## src/rtl/bcd_to_bin_sequencer_pkg.sv

```systemverilog
// Shared definitions for the BCD-to-binary sequencer: the state enum, digit constants,
// and a helper that gives the minimum result width for a digit count.
// No ports. Imported by the sequencer top and the datapath.
package bcd_conv_pkg;

  localparam int DIGIT_W   = 4;
  localparam int MAX_DIGIT = 9;

  typedef enum logic [1:0] {
    ST_IDLE = 2'd0,
    ST_CALC = 2'd1,
    ST_DONE = 2'd2
  } state_e;

  // Smallest width w with 2**w >= 10**ndigits. This holds 10**ndigits - 1.
  function automatic int min_out_w(input int ndigits);
    longint p;
    int     w;
    p = 1;
    for (int i = 0; i < ndigits; i++) p = p * 10;
    w = 0;
    while ((longint'(1) << w) < p) w++;
    return w;
  endfunction

endpackage

```

## src/rtl/bcd_to_bin_sequencer_if.sv

```systemverilog
// Handshake bundle between a BCD source, the sequencer and a binary consumer.
// Signals: in_valid/in_ready/bcd_in (request side), out_valid/out_ready/out_bin/out_err (result side).
// Modports: master = source/consumer side (the bench), slave = the sequencer.
interface bcd_to_bin_sequencer_if #(
  parameter int NDIGITS = 3,
  parameter int OUT_W   = 10
);

  logic                   in_valid;
  logic                   in_ready;
  logic [4*NDIGITS-1:0]   bcd_in;
  logic                   out_valid;
  logic                   out_ready;
  logic [OUT_W-1:0]       out_bin;
  logic                   out_err;

  modport master (
    output in_valid, bcd_in, out_ready,
    input  in_ready, out_valid, out_bin, out_err
  );

  modport slave (
    input  in_valid, bcd_in, out_ready,
    output in_ready, out_valid, out_bin, out_err
  );

endinterface

```

## src/rtl/bcd_to_bin_sequencer_mac10.sv

```systemverilog
// Shared datapath of the sequencer. It computes res = acc*10 + digit as (acc<<3) + (acc<<1) + digit.
// Purely combinational, with zero latency. The result wraps modulo 2**OUT_W.
// Ports: acc (OUT_W), digit (4) in; res (OUT_W) out. No backpressure.
module bcd_mac10
  import bcd_conv_pkg::*;
#(
  parameter int OUT_W = 10
) (
  input  logic [OUT_W-1:0]   acc,
  input  logic [DIGIT_W-1:0] digit,
  output logic [OUT_W-1:0]   res
);

  logic [OUT_W-1:0] acc_x8;
  logic [OUT_W-1:0] acc_x2;

  assign acc_x8 = acc << 3;
  assign acc_x2 = acc << 1;
  assign res    = acc_x8 + acc_x2 + OUT_W'(digit);

endmodule

```

## src/rtl/bcd_to_bin_sequencer.sv

```systemverilog
// Converts a packed NDIGITS BCD word to binary. It uses Horner evaluation with the most significant digit first.
// The evaluation uses one shared multiply-by-ten-and-add datapath.
// Latency: out_valid is asserted NDIGITS+1 cycles after the accept. A rejected word takes 1 cycle.
// Backpressure: in_ready is high only in IDLE. out_valid and out_bin hold until out_ready.
// Ports: clk, rst (synchronous, active-high), bus (slave modport: in_valid/in_ready/bcd_in,
//   out_valid/out_ready/out_bin/out_err).
// Optional macro BCD_DIGIT_CHECK_EN: words that contain a digit > 9 go straight to DONE.
//   Such a word gives out_err=1 and out_bin=0. Without the macro, out_err is tied to 0.
module bcd_to_bin_sequencer
  import bcd_conv_pkg::*;
#(
  parameter int NDIGITS = 3,
  parameter int OUT_W   = 10
) (
  input  logic                    clk,
  input  logic                    rst,
  bcd_to_bin_sequencer_if.slave   bus
);

  localparam int IDX_W = (NDIGITS > 1) ? $clog2(NDIGITS) : 1;
  localparam int BCD_W = DIGIT_W * NDIGITS;

  state_e             state_q, state_d;
  logic [BCD_W-1:0]   digits_q, digits_d;
  logic [OUT_W-1:0]   acc_q, acc_d;
  logic [IDX_W-1:0]   idx_q, idx_d;
  logic [DIGIT_W-1:0] cur_digit;
  logic [OUT_W-1:0]   mac_res;

  assign cur_digit = digits_q[int'(idx_q)*DIGIT_W +: DIGIT_W];

  bcd_mac10 #(.OUT_W(OUT_W)) u_mac10 (
    .acc   (acc_q),
    .digit (cur_digit),
    .res   (mac_res)
  );

`ifdef BCD_DIGIT_CHECK_EN
  logic err_q, err_d;
  logic bad_digit;

  // The check runs on the word as offered. That word is the same one latched on accept.
  always_comb begin
    bad_digit = 1'b0;
    for (int i = 0; i < NDIGITS; i++) begin
      if (bus.bcd_in[i*DIGIT_W +: DIGIT_W] > DIGIT_W'(MAX_DIGIT)) bad_digit = 1'b1;
    end
  end
`endif

  always_comb begin
    state_d  = state_q;
    digits_d = digits_q;
    acc_d    = acc_q;
    idx_d    = idx_q;
`ifdef BCD_DIGIT_CHECK_EN
    err_d    = err_q;
`endif
    unique case (state_q)
      ST_IDLE: begin
        if (bus.in_valid) begin
          digits_d = bus.bcd_in;
          acc_d    = '0;
          idx_d    = IDX_W'(NDIGITS - 1);
          state_d  = ST_CALC;
`ifdef BCD_DIGIT_CHECK_EN
          if (bad_digit) begin
            err_d   = 1'b1;
            state_d = ST_DONE;
          end
`endif
        end
      end
      ST_CALC: begin
        acc_d = mac_res;
        if (idx_q == '0) state_d = ST_DONE;
        else             idx_d   = idx_q - IDX_W'(1);
      end
      ST_DONE: begin
        if (bus.out_ready) begin
          state_d = ST_IDLE;
`ifdef BCD_DIGIT_CHECK_EN
          err_d   = 1'b0;
`endif
        end
      end
      default: state_d = ST_IDLE;
    endcase
  end

  always_ff @(posedge clk) begin
    if (rst) begin
      state_q  <= ST_IDLE;
      digits_q <= '0;
      acc_q    <= '0;
      idx_q    <= '0;
`ifdef BCD_DIGIT_CHECK_EN
      err_q    <= 1'b0;
`endif
    end else begin
      state_q  <= state_d;
      digits_q <= digits_d;
      acc_q    <= acc_d;
      idx_q    <= idx_d;
`ifdef BCD_DIGIT_CHECK_EN
      err_q    <= err_d;
`endif
    end
  end

  // acc does not change in DONE, so it can drive out_bin directly. acc stays 0 for a rejected word.
  assign bus.in_ready  = (state_q == ST_IDLE);
  assign bus.out_valid = (state_q == ST_DONE);
  assign bus.out_bin   = acc_q;
`ifdef BCD_DIGIT_CHECK_EN
  assign bus.out_err   = err_q;
`else
  assign bus.out_err   = 1'b0;
`endif

endmodule

```

## src/flat_wrapper.sv

```systemverilog
// flat-port wrapper written by rule: the top's interface ports become plain ports
module bcd_to_bin_sequencer_flat import bcd_conv_pkg::*;
#(
  parameter int NDIGITS = 3,
  parameter int OUT_W   = 10
)
  (clk, rst, bus_in_valid, bus_bcd_in, bus_out_ready, bus_in_ready, bus_out_valid, bus_out_bin, bus_out_err);
  bcd_to_bin_sequencer_if #(.NDIGITS(NDIGITS), .OUT_W(OUT_W)) bus_i ();
  input  logic clk;
  input  logic rst;
  input wire logic [$bits(bus_i.in_valid)-1:0] bus_in_valid;
  input wire logic [$bits(bus_i.bcd_in)-1:0] bus_bcd_in;
  input wire logic [$bits(bus_i.out_ready)-1:0] bus_out_ready;
  output wire logic [$bits(bus_i.in_ready)-1:0] bus_in_ready;
  output wire logic [$bits(bus_i.out_valid)-1:0] bus_out_valid;
  output wire logic [$bits(bus_i.out_bin)-1:0] bus_out_bin;
  output wire logic [$bits(bus_i.out_err)-1:0] bus_out_err;
  assign bus_i.in_valid = bus_in_valid;
  assign bus_i.bcd_in = bus_bcd_in;
  assign bus_i.out_ready = bus_out_ready;
  assign bus_in_ready = bus_i.in_ready;
  assign bus_out_valid = bus_i.out_valid;
  assign bus_out_bin = bus_i.out_bin;
  assign bus_out_err = bus_i.out_err;
  bcd_to_bin_sequencer #(.NDIGITS(NDIGITS), .OUT_W(OUT_W)) u_core (.clk(clk), .rst(rst), .bus(bus_i));
endmodule
```

## config.mk

```make
export PLATFORM = sky130hd
export DESIGN_NAME = bcd_to_bin_sequencer_flat
export DESIGN_NICKNAME = d
export VERILOG_FILES = /design/src/rtl/bcd_to_bin_sequencer_pkg.sv /design/src/rtl/bcd_to_bin_sequencer_if.sv /design/src/rtl/bcd_to_bin_sequencer_mac10.sv /design/src/rtl/bcd_to_bin_sequencer.sv /design/src/flat_wrapper.sv
export SDC_FILE = /design/constraint.sdc
export NUM_CORES = 1
export LEC_CHECK = 0
export ABC_CLOCK_PERIOD_IN_PS = 4700
export CORE_MARGIN = 2
export CORE_UTILIZATION = 55
export CTS_BUF_LIST = sky130_fd_sc_hd__clkbuf_16
export DETAILED_ROUTE_END_ITERATION = 10
export GPL_ROUTABILITY_DRIVEN = 1
export PLACE_DENSITY_LB_ADDON = 0.08
export SLEW_MARGIN = 20
export SYNTH_ARGS = -nofsm -noshare
export SYNTH_HDL_FRONTEND = slang
export SYNTH_SLANG_ARGS = --single-unit
```

## constraint.sdc

```tcl
create_clock -name clk -period 4.7 [get_ports clk]
set_input_delay 0.47 -clock clk [delete_from_list [all_inputs] [get_ports clk]]
set_output_delay 0.47 -clock clk [all_outputs]
set_load 0.01 [all_outputs]
```

# Yosys cells after proc, flatten, opt, wreduce, memory -nomap -nowiden
# Index checks and enable logic that the tools add are counted.
[op_classes]
n_reduce_logical = 7
muxes = 9
eq_ne = 6
addsub = 3
shift = 1
[ops]
columns = ["cell", "n"]
rows = [
  ["case mux 10 bit (2 select lines)", 1],
  ["indexed part select 12 x 5 -> 4 bit", 1],
  ["adder 10 bit", 1],
  ["adder 10 x 4 -> 10 bit", 1],
  ["two-way mux 10 bit", 1],
  ["two-way mux 2 bit", 5],
  ["inequality test 2 bit, second input constant", 3],
  ["case mux 2 bit (3 select lines)", 1],
  ["AND reduction 3 bit", 2],
  ["zero test 2 bit", 2],
  ["case mux 2 bit (2 select lines)", 1],
  ["AND reduction 2 bit", 2],
  ["== test 2 x 1 -> 1 bit, second input constant", 1],
  ["== test 2 bit, second input constant", 1],
  ["inequality test 2 x 1 -> 1 bit, second input constant", 1],
  ["nonzero test 2 bit", 1],
  ["subtractor 2 x 1 -> 2 bit, second input constant", 1],
]
[word_totals]
reg_bits = 26
in_bits = 16
wordCells = 30
output_inout_bits = 13

# Logic depth before layout (Yosys ltp)
# Gate-level depths: netlist (run 1).
[logic_depth]
word_depth = 3
ltp_mapped = 11
ltp_nobuf = 10

# Cells and area by module
# Synthesis (run 1) repeated with hierarchy kept, for this count alone.
[hier_totals]
cells_unflattened = 187
area_unflattened_um2 = 1625.3
[modules_own_cells]
columns = ["module", "cells_per_inst", "seq_area_each_um2", "n_inst", "area_each_um2"]
rows = [
  ["bcd_to_bin_sequencer", 141, 520.5, 1, 1207.4],
  ["bcd_mac10", 46, 0.0, 1, 417.9],
]

# Least setup slack after synthesis (run 1)
# No wires, ideal clock.
[synth_path]
path_type = "flip-flop to flip-flop"
startpoint = "reg u_core.idx_q[1]"
endpoint = "reg u_core.acc_q[7] (netlist: u_core.bus.out_bin[7])"
arrival_time_ns = 2.537
setup_time_ns = 0.062
path_slack_ns = 2.101
required_ns = 4.638
stages_incl_launch_ff = 12
n_path_buf = 1
synth_period_minus_slack_ns = 2.599
path_cell_list = "dfxtp_1 -> clkbuf_1 -> mux2i_1 -> nor2_1 -> a21oi_1 -> fa_1 -> inv_1 -> ha_1 -> a211oi_2 -> o21ai_0 -> a2111o_1 -> nand3_1"
[synth_between]
elab_chain_cells = 3
[synth_rtl]
columns = ["element", "line", "rtl"]
rows = [
  ["from (decl)", "bcd_to_bin_sequencer.sv:26", "logic [IDX_W-1:0] idx_q, idx_d;"],
  ["from (signal assigned)", "bcd_to_bin_sequencer.sv:104", "idx_q <= idx_d;"],
  ["indexed part select 12 x 5 -> 4 bit", "bcd_to_bin_sequencer.sv:30", "assign cur_digit = digits_q[int'(idx_q)*DIGIT_W +: DIGIT_W];"],
  ["adder 10 x 4 -> 10 bit", "bcd_to_bin_sequencer_mac10.sv:19", "assign res = acc_x8 + acc_x2 + OUT_W'(digit);"],
  ["case mux 10 bit (2 select lines)", "bcd_to_bin_sequencer.sv:59", "unique case (state_q)"],
  ["to (signal assigned)", "bcd_to_bin_sequencer.sv:95", "acc_q <= '0;"],
  ["to (signal assigned)", "bcd_to_bin_sequencer.sv:103", "acc_q <= acc_d;"],
  ["to (decl)", "bcd_to_bin_sequencer.sv:25", "logic [OUT_W-1:0] acc_q, acc_d;"],
]
# No other way between the ends.
# A chain may end at the register's enable or synchronous reset.

# Final worst setup path (run 1)
# Ends and elaborated chain as after synthesis.

==> impl_results.md, run 1 <==
- Core area: 2686 sq um
- Switching Power: 127.9 uW
- Cell Int Power: 384.8 uW
- Yosys cell types: 38
- Worst-case clock skew: 0.003026 ns
- Vias in the first global route: 1222
- Routability cong.: 0.7971
- CTS resizes: 0
- Clock share of power: 36.9%
- Clock Latency Late Sink: 0.26 ns
- Die height: 56.55 um
- Sum Neg Setup Slack: 0 ns
- Die X: 56.55 um
- WL/cell: 13.14 um
- RSZ-0062 raised after global routing: false
- Required @ worst endpoint: 4.90 ns
- Cell area after layout: 1877 sq um
- Hold path cells: 2
- Worst Reg-to-Reg Cells: 10
- Gate Count Post-Synth: 181
- Worst setup EP type: flip-flop
- Sequential share of the synthesized area: 34.27%
- Cell Area, Placed: 1798 sq um
- Reg2Reg Setup Slack: 1.99 ns
- Hold Crit Start: u_core.digits_q[9]$_SDFFE_PP0P_
- Maximum fanout along the worst path: 6
- Share of cells above drive strength 1: 6.341%
- Final period util: 57.69%
- Crit path DAT: 2.91 ns
- Cell Rows: 19
- Fin nets: 239
- Comb power frac: 15.9%
- RR Endpoint: u_core.bus.out_bin[7]$_SDFFE_PP0P_
- Synthesized area: 1519 sq um
- Worst-Margin Slew: 1.064 ns
- Starting Density: 56.54%
- CP Launch Type: flip-flop
- 1st-iter DRT viols: 49
- Slew Viols, Final: 0
- Clock Sink Count: 26
- Initial antenna violation count: 0
- CTS tree: done
- CP Class: reg2reg
- Max-slew headroom: 28.86%
- Htree depth: 1
- DR vias/cell: 5.517
- Hold Path Class: reg2reg
- Tmin final: 2.711 ns
- Ys Warns: 0
- CTS max path bufs: 2
- Post-Syn Nets: 214
- I/O pins: 29
- Worst VDD drop: 0.2108 mV
- FF/Latch Area: 520.5 sq um
- Filler cells: 232
- Async SR Flop Fraction: 0%
- Switch share: 24.94%
- Mean Syn Cell Area: 8.392 sq um
- Setup bufs post-CTS: 0
- Area growth syn-to-layout: 23.56%
- Max cap viols: 0
- Post-DP HPWL: 2.320 mm
- Clk slew on worst S/H paths: 0.06 ns
- Final hold viol count: 0
- Post-route ant nets: 0
- Tot Pwr: 512.7 uW
- DRC violations left: 0
- Ant diodes: 0
- Layout Utilization: 69.86%
- First-pass GRT wire length: 5.416 mm
- Largest net degree at the start of global routing: 33
- Final setup violating endpoints: 0
- Num CTS Buffers: 3
- Final wirelength: 3.100 mm
- IO buf count: 27
- Status: completed
- Leading register cell type out of synthesis: dfxtp_1
- Pwr dens: 273.2 nW/um^2
- FMAX: 368.8 MHz
- Hold buffer count at CTS: 0
- WHS: 0.4622 ns
- Drt first pass iters: 4
- Post-synth EDFFs: 0
- Area of the multi-input gates: 927.1 sq um
- Total GRT Usage: 21.63%
- Via count: 1302
- Hold Path End: u_core.digits_q[9]$_SDFFE_PP0P_
- Die area: 3198 sq um
- Worst R2R Start: u_core.idx_q[1]$_SDFFE_PP0P_
- Sequential share of power: 47.2%
- Root Buffer: clkbuf_16
- GR Overflow Total: 0
- Flops & latches, synth: 26
- Leakage power: 0.7997 nW
-- critical path: stages, from the launching register on --
cell      delay, ns
dfxtp_1        0.47
mux2i_1        0.22
nor2_1         0.06
a21oi_1        0.16
fa_1           0.43
inv_1          0.12
ha_1           0.26
a211oi_2       0.26
o21ai_0        0.16
a2111o_1       0.42
nand3_1        0.09
-- routing by layer --
| layer | vias up | wire (um) | track usage [%] |
|---|---|---|---|
| met5 | - | 0 | 0 |
| met1 | 586 | 1372 | 27.01 |
| met3 | 5 | 117 | 2.765 |
| met2 | 34 | 1558 | 36.54 |
| met4 | 0 | 52 | 10.54 |
| li1 | 677 | - | - |
-- logic make-up (layout without fill, tap and decap cells) --
family / count (synthesis) / after routing / share of synthesized area, %
XOR/XNOR: 3 / 3 / 2.718
AO/OA/AOI/OAI: 43 / 43 / 18.70
flip-flops: 26 / 26 / 34.27
other: 1 / 1 / 0.2469
AND/OR/NAND/NOR: 70 / 70 / 21.75
buffers and inverters: 17 / 41 / 4.695
adder cells (fa/ha/maj): 17 / 17 / 14.99
multiplexers: 4 / 4 / 2.636
-- registers in the layout, summed over array words and instances (netlist names) --
signal / count
u_core.state_q: 2
u_core.bus.out_bin: 10
u_core.idx_q: 2
u_core.digits_q: 12
-- cells in the mapped netlist (2+ instances only) --
cell / n / area (sq um)
buf_2: 3 / 15.01
inv_1: 9 / 33.78
nor2_1: 13 / 48.80
clkbuf_1: 4 / 15.01
a211oi_1: 2 / 15.01
nand3b_1: 3 / 22.52
dfxtp_1: 26 / 520.5
xor2_1: 2 / 17.52
or2_2: 2 / 12.51
and2b_2: 2 / 17.52
ha_1: 15 / 187.7
nand2_1: 33 / 123.9
mux2i_1: 4 / 40.04
nor3_1: 3 / 15.01
a21oi_1: 17 / 85.08
o21ai_0: 9 / 45.04
nand3_1: 4 / 20.02
a22oi_1: 5 / 37.54
nand2b_1: 2 / 12.51
or3_1: 2 / 12.51
nor3b_1: 2 / 15.01
a21o_1: 2 / 15.01
fa_1: 2 / 40.04
-- metrics by stage --
step	cells	setup slack, ns
after floorplan	181	2.101
after global placement	232	2.115
after detailed placement	232	2.024
after CTS	236	1.988
after global routing	236	1.778
final	236	1.989
-- power by group through the flow --
stage	sequential (mW)	combinational (mW)	clock, mW
5_1_grt	0.244	0.0912	0.204
2_1_floorplan	0.243	0.0542	0
3_3_place_gp	0.247	0.0785	0
3_5_place_dp	0.247	0.0813	0
4_1_cts	0.242	0.0823	0.193
6_report	0.242	0.0815	0.189
-- area by class of cell --
type	instances	area share, %
inverter	9	1.800
clock buffer	3	4.000
sequential	26	27.73
tap	31	2.067
timing repair buffer	28	14.80
clock inverter	1	0.2000
multi-input combinational	138	49.40
-- cells in the final DEF, fill, tap and decap left out, types with 2 or more instances in the layout --
cell type / synthesis / layout
ha_1: 15 / 15
nor3_1: 3 / 3
nor2_1: 13 / 13
or3_1: 2 / 2
a22oi_1: 5 / 5
and2b_2: 2 / 2
fa_1: 2 / 2
mux2i_1: 4 / 4
nand2_1: 33 / 33
dfxtp_1: 26 / 26
nand3_1: 4 / 4
clkbuf_16: 0 / 3
o21ai_0: 9 / 9
nor3b_1: 2 / 2
a211oi_1: 2 / 2
inv_1: 9 / 9
a21o_1: 2 / 2
or2_2: 2 / 2
xor2_1: 2 / 2
clkdlybuf4s50_1: 0 / 27
a21oi_1: 17 / 17
nand3b_1: 3 / 3
nand2b_1: 2 / 2
-- worst max-delay path by stage --
| stage | from | endpoint | cells after the start |
|---|---|---|---|
| finish | u_core.idx_q[1]$_SDFFE_PP0P_ | u_core.bus.out_bin[7]$_SDFFE_PP0P_ | 10 |
| detailed placement | u_core.idx_q[1]$_SDFFE_PP0P_ | u_core.bus.out_bin[7]$_SDFFE_PP0P_ | 10 |
| global placement | u_core.idx_q[1]$_SDFFE_PP0P_ | u_core.bus.out_bin[7]$_SDFFE_PP0P_ | 10 |
| global route | u_core.idx_q[1]$_SDFFE_PP0P_ | u_core.bus.out_bin[7]$_SDFFE_PP0P_ | 10 |
| floorplan | u_core.idx_q[1]$_SDFFE_PP0P_ | u_core.bus.out_bin[7]$_SDFFE_PP0P_ | 11 |
| CTS | u_core.idx_q[1]$_SDFFE_PP0P_ | u_core.bus.out_bin[7]$_SDFFE_PP0P_ | 10 |
No activity file was read; power rests on OpenSTA's default activity.
==> run 2: changes to the inputs <==
Settings changed: ABC_CLOCK_PERIOD_IN_PS 4700 to 2800, CORE_UTILIZATION 55 to 51.
Clock period 4.7 ns to 2.8 ns, I/O delays scaled along.
==> impl_results.md, run 2 (synthesis results as in run 1) <==
- Clock Latency Late Sink: 0.26 ns (about the same)
- Required @ worst endpoint: 3.00 ns (-1.90 ns)
- FF/Latch Area: 524.3 sq um (+0.72%)
- Share of cells above drive strength 1: 8.252% (+1.9 points)
- Worst-case clock skew: 0.003700 ns (+0.0006738 ns)
- Cell Rows: 19 (unchanged)
- Final wirelength: 3.025 mm (-2.4%)
- Maximum fanout along the worst path: 6 (unchanged)
- Hold Path Class: reg2reg
- Filler cells: 233 (+0.43%)
- Htree depth: 1 (unchanged)
- Vias in the first global route: 1196 (-2.1%)
- Crit path DAT: 2.85 ns (-0.06 ns)
- Worst VDD drop: 0.3764 mV (+79%)
- Clock Sink Count: 26 (unchanged)
- Commonest non-fill, non-tap cells in the layout: 33 x nand2_1, 27 x clkdlybuf4s50_1, 25 x dfxtp_1
- WL/cell: 12.76 um (-2.8%)
- DRC violations left: 0 (unchanged)
- Max layer used: met4
- CP Launch Type: flip-flop
- Met3 wire length: 97 um (-17%)
- Fin nets: 241 (+0.84%)
- Drt first pass iters: 4 (unchanged)
- Total GRT Usage: 19.50% (-2.1 points)
- Final period util: 94.71% (+37 points)
- Via count: 1319 (+1.3%)
- Initial antenna violation count: 0 (unchanged)
- Post-DP HPWL: 2.276 mm (-1.9%)
- Starting Density: 54.61% (-1.9 points)
- Worst-Margin Slew: 0.5889 ns (-0.4748 ns)
- Core area: 2781 sq um (+3.5%)
- DR vias/cell: 5.565 (+0.88%)
- CTS tree: done
- Die height: 58.58 um (+3.6%)
- M1 wire length: 1.398 mm (+1.9%)
- CTS max path bufs: 2 (unchanged)
- Area growth syn-to-layout: 25.04%
- GR Overflow Total: 0 (unchanged)
- Slew Viols, Final: 0 (unchanged)
- Hold buffer count at CTS: 0 (unchanged)
- Commonest non-fill, non-tap cell in the layout: nand2_1
- 1st-iter DRT viols: 38 (-22%)
- CP Class: reg2reg
- FMAX: 377.1 MHz (+2.2%)
- Worst R2R Start: u_core.idx_q[1]$_SDFFE_PP0P_
- Number of flip-flops in the largest register: 12 (unchanged)
- Worst setup EP type: flip-flop
- Max-slew headroom: 60.61% (+32 points)
- Layout Utilization: 68.29% (-1.6 points)
- WHS: 0.4506 ns (-0.01155 ns)
- Final hold viol count: 0 (unchanged)
- Root Buffer: clkbuf_16
- I/O pins: 29 (unchanged)
- Ant diodes: 0 (unchanged)
- Tot Pwr: 854.0 uW (+67%)
- Status: completed
- Largest register by flop count: u_core.digits_q
- Max cap viols: 0 (unchanged)
- Routability cong.: 0.7935 (-0.45%)
- Met2 WL: 1.477 mm (-5.2%)
- Pwr dens: 449.6 nW/um^2 (+65%)
- Area of the multi-input gates: 934.6 sq um (+0.81%)
- Num CTS Buffers: 3 (unchanged)
- Hold Crit Start: u_core.digits_q[4]$_SDFFE_PP0P_
- First-pass GRT wire length: 5.168 mm (-4.6%)
- Clk slew on worst S/H paths: 0.06 ns (about the same)
- Largest net degree at the start of global routing: 19 (-42%)
- Die X: 58.58 um (+3.6%)
- Crit path launch: u_core.idx_q[1]$_SDFFE_PP0P_
- Die area: 3431 sq um (+7.3%)
- Leakage power: 0.8082 nW (+1.1%)
- Post-route ant nets: 0 (unchanged)
- Tmin final: 2.652 ns (-0.05922 ns)
- Final setup violating endpoints: 0 (unchanged)
- IO buf count: 27 (unchanged)
run 2: cell count changes in the layout (fill, tap and decap cells not counted), sizes merged:
cell and change:
clkinv -1, buf +2
run 2: path summary, 6_finish.rpt:
check,slack (ns),cells after the start,endpoint
min reg2reg,0.45,2,u_core.digits_q[4]$_SDFFE_PP0P_
min,0.45,2,u_core.digits_q[4]$_SDFFE_PP0P_
max,0.15,10,u_core.bus.out_bin[7]$_SDFFE_PP0P_
max reg2reg,0.15,10,u_core.bus.out_bin[7]$_SDFFE_PP0P_
run 2: report_power, final:
group          total, mW  leakage, nW  internal [mW]  switching [mW]
Combinational      0.137        0.559         0.0669          0.0705
Clock              0.309       0.0370          0.189           0.120
Sequential         0.408        0.213          0.389          0.0183
Total              0.854        0.808          0.645           0.209
run 2: final cells by class:
type                            instances  area share (%)
Inverter                                9           1.779
Tap cell                               31           2.042
Sequential cell                        26           27.60
Timing Repair Buffer                   30           15.42
Multi-Input combinational cell        138           49.21
Clock buffer                            3           3.953
run 2: layer usage:
layer	vias to the layer above	GRT usage, %
li1	684	-
met1	599	24.08
met2	31	33.71
met3	5	2.637
met4	0	8.766
met5	-	0
run 2: per-stage QoR:
step                area [sq um]  setup TNS (ns)  worst slack (ns)  std cells
CTS                         1881               0            0.1158        236
finish                      1899               0            0.1480        237
global placement            1805               0            0.2118        233
detailed placement          1805               0            0.1345        233
floorplan                   1519               0            0.2006        181
global route                1899       -0.002223         -0.002223        237
run 2: repair_timing:
item                       in CTS  in global routing
buffers inserted                0                  1
setup endpoints to repair       0                  3
gates resized for setup         0                  4
run 2: critical path, stage by stage (launching register included):
cell	delay, ns
dfxtp_4	0.40
mux2i_1	0.20
nor2_1	0.06
a21oi_1	0.16
fa_1	0.43
inv_1	0.11
ha_1	0.26
a211oi_2	0.32
o21ai_0	0.17
a2111o_1	0.42
nand3_1	0.08
==> run 3: changes to the inputs <==
Settings changed: ABC_AREA from default to 1, CORE_ASPECT_RATIO from default to 1.25, CORE_UTILIZATION 51 to 25.
==> impl_results.md, run 3 <==
- Status: completed
- Ant diodes: 0 (unchanged)
- Most common cell in the netlist: nand2_1
- Ys Warns: 0 (unchanged)
- Die area: 6751 sq um (+97%)
- Number of flip-flops in the largest register: 12 (unchanged)
- Maximum fanout along the worst path: 7 (+1)
- Area growth syn-to-layout: 27.62%
- Starting Density: 26.06% (-29 points)
- Largest register by flop count: u_core.digits_q
- Final setup violating endpoints: 0 (unchanged)
- Reg2Reg Setup Slack: 0.46 ns (+0.31 ns)
- Post-DP HPWL: 2.922 mm (+28%)
- Synth cell count leaders: 44 x nand2_1, 36 x nor2_1, 26 x dfxtp_1, 25 x inv_1, 22 x o21ai_0
- Crit path DAT: 2.53 ns (-0.32 ns)
- Final period util: 83.59% (-11 points)
- DR vias/cell: 4.235 (-24%)
- Synth area leader: dfxtp_1
- I/O pins: 29 (unchanged)
- Total GRT Usage: 12.19% (-7.3 points)
- Mean Syn Cell Area: 7.100 sq um (-15%)
- Core area: 5857 sq um (+110%)
- Critical path endpoint: u_core.bus.out_bin[9]$_SDFFE_PP0P_
- 1st-iter DRT viols: 31 (-18%)
- Hold Crit Start: u_core.digits_q[0]$_SDFFE_PP0P_
- Worst R2R Start: u_core.idx_q[0]$_SDFFE_PP0P_
- CP Class: reg2reg
- RR Endpoint: u_core.bus.out_bin[9]$_SDFFE_PP0P_
- Tmin final: 2.341 ns (-0.3114 ns)
- Crit path launch: u_core.idx_q[0]$_SDFFE_PP0P_
- Cell Rows: 31 (+12)
- Die X: 73.89 um (+26%)
- Sum Neg Setup Slack: 0 ns (unchanged)
- Final hold viol count: 0 (unchanged)
- Drt first pass iters: 4 (unchanged)
- Die height: 91.37 um (+56%)
- Worst setup EP type: flip-flop
- DRC violations left: 0 (unchanged)
- Share of cells above drive strength 1: 4.979% (-3.3 points)
- Initial antenna violation count: 0 (unchanged)
- Root Buffer: clkbuf_16
- Top cells by area in the synthesized netlist: dfxtp_1 34%, ha_1 12%, nand2_1 11%
- Async SR Flop Fraction: 0% (unchanged)
- Clock Sink Count: 26 (unchanged)
- Num CTS Buffers: 3 (unchanged)
- Placed Instances: 320 (+37%)
- Cell Area, Placed: 1873 sq um (+3.7%)
- Worst VDD drop: 0.2478 mV (-34%)
- Setup slack after layout: 0.4594 ns (+0.3114 ns)
- Place WS: 0.4873 ns (+0.3528 ns)
- Largest net degree at the start of global routing: 15 (-4)
- Setup bufs post-CTS: 0 (unchanged)
- Slew Viols, Final: 0 (unchanged)
- Post-synth EDFFs: 0 (unchanged)
- Worst Reg-to-Reg Cells: 13 (+3)
- Synthesized area: 1526 sq um (+0.49%)
- Htree depth: 1 (unchanged)
- Leading register cell type out of synthesis: dfxtp_1
- Flops & latches, synth: 26 (unchanged)
- Via count: 1368 (+3.7%)
- First-pass GRT wire length: 6.472 mm (+25%)
- Pwr dens: 467.7 nW/um^2 (+4.0%)
- CTS tree: done
- Clk slew on worst S/H paths: 0.07 ns (about the same)
- Required @ worst endpoint: 2.99 ns (about the same)
- CTS resizes: 0 (unchanged)
- CTS max path bufs: 2 (unchanged)
- Tot Pwr: 911.2 uW (+6.7%)
- Leakage power: 0.8954 nW (+11%)
- Fin nets: 276 (+15%)
- Non-Filler Instances: 323 (+36%)
- Hold buffer count at CTS: 0 (unchanged)
- CP Launch Type: flip-flop
- Max cap viols: 0 (unchanged)
- Commonest non-fill, non-tap cells in the layout: 44 x nand2_1, 36 x nor2_1, 27 x clkdlybuf4s50_1
- Cell area after layout: 1948 sq um (+2.6%)
- Gate Count Post-Synth: 215 (+19%)
- Sequential share of the synthesized area: 34.10% (-0.17 points)
- Final wirelength: 3.675 mm (+21%)
- Post-Syn Nets: 248 (+16%)
- Post-route ant nets: 0 (unchanged)
- Area share of the largest cell type after synthesis: 34.10% (-0.17 points)
- Commonest non-fill, non-tap cell in the layout: nand2_1
- FMAX: 427.2 MHz (+13%)
- GR Overflow Total: 0 (unchanged)
- Worst-case clock skew: 0.003941 ns (+0.0002409 ns)
- Routability cong.: 0.8015 (+1.0%)
- Clock Latency Late Sink: 0.26 ns (about the same)
- Hold Path Class: reg2reg
- IO buf count: 27 (unchanged)
- WL/cell: 11.38 um (-11%)
- RSZ-0062 raised after global routing: false
- Vias in the first global route: 1412 (+18%)
- Yosys cell types: 22 (-42%)
run 3: cell types whose count changed after synthesis, sizes merged, moves of 4 or more:
cell / change
mux2i: -4
nor2: +25
a22oi: -5
nand2: +13
nand3: +4
o21ai: +14
inv: +20
run 3: final cells by class:
class / instances / area [sq um]
fillers: 638 / 3909
multi-input cells: 155 / 863.3
flip-flops and latches: 26 / 520.5
repair buffers: 28 / 277.8
inverters: 29 / 108.9
well taps: 82 / 102.6
clock buffers: 3 / 75.07
run 3: worst min-delay path by stage:
stage,to,slack (ns),cells after the start
after floorplan,u_core.bus.out_bin[0]$_SDFFE_PP0P_,0.35,1
final,u_core.digits_q[0]$_SDFFE_PP0P_,0.46,2
after global placement,u_core.digits_q[0]$_SDFFE_PP0P_,0.45,2
after detailed placement,u_core.digits_q[0]$_SDFFE_PP0P_,0.46,2
after global routing,u_core.digits_q[0]$_SDFFE_PP0P_,0.50,2
after CTS,u_core.digits_q[0]$_SDFFE_PP0P_,0.47,2
run 3: cell families after synthesis:
logic type / after synthesis / synth area share, %
AOI/OAI and AO/OA: 41 / 13.93
adders and majority gates: 17 / 14.92
buffers and inverters: 34 / 9.344
DFF: 26 / 34.10
other: 1 / 0.2457
and+or+nand+nor: 96 / 27.46
run 3: power by group:
part | internal, mW | leakage, nW | switching (mW)
Combinational | 0.0761 | 0.645 | 0.102
Sequential | 0.396 | 0.213 | 0.0181
Clock | 0.189 | 0.0370 | 0.130
run 3: metal layers:
layer	routed length [um]	part of all wire [%]	global-route usage, %
met4	33	0.90	3.636
met2	1948	53	22.17
met5	0	0	0
met1	1618	44	14.30
met3	74	2.0	1.665
run 3: per-stage QoR:
stage | util (%) | hold slack (ns)
after global placement | 31.98 | 0.4505
final | 33.26 | 0.4613
after CTS | 33.26 | 0.4676
after floorplan | - | 0.3491
after detailed placement | 31.98 | 0.4570
after global routing | 33.26 | 0.5029
run 3: critical path: stages, from the launching register on:
cell	delay [ns]
dfxtp_1	0.40
inv_1	0.14
nor2_1	0.11
a2bb2oi_1	0.22
fa_1	0.44
inv_1	0.11
ha_1	0.24
nand3_1	0.07
nand3_1	0.12
nand2_1	0.13
nand2_1	0.06
nand2_1	0.06
nand3_1	0.06
a21oi_1	0.12
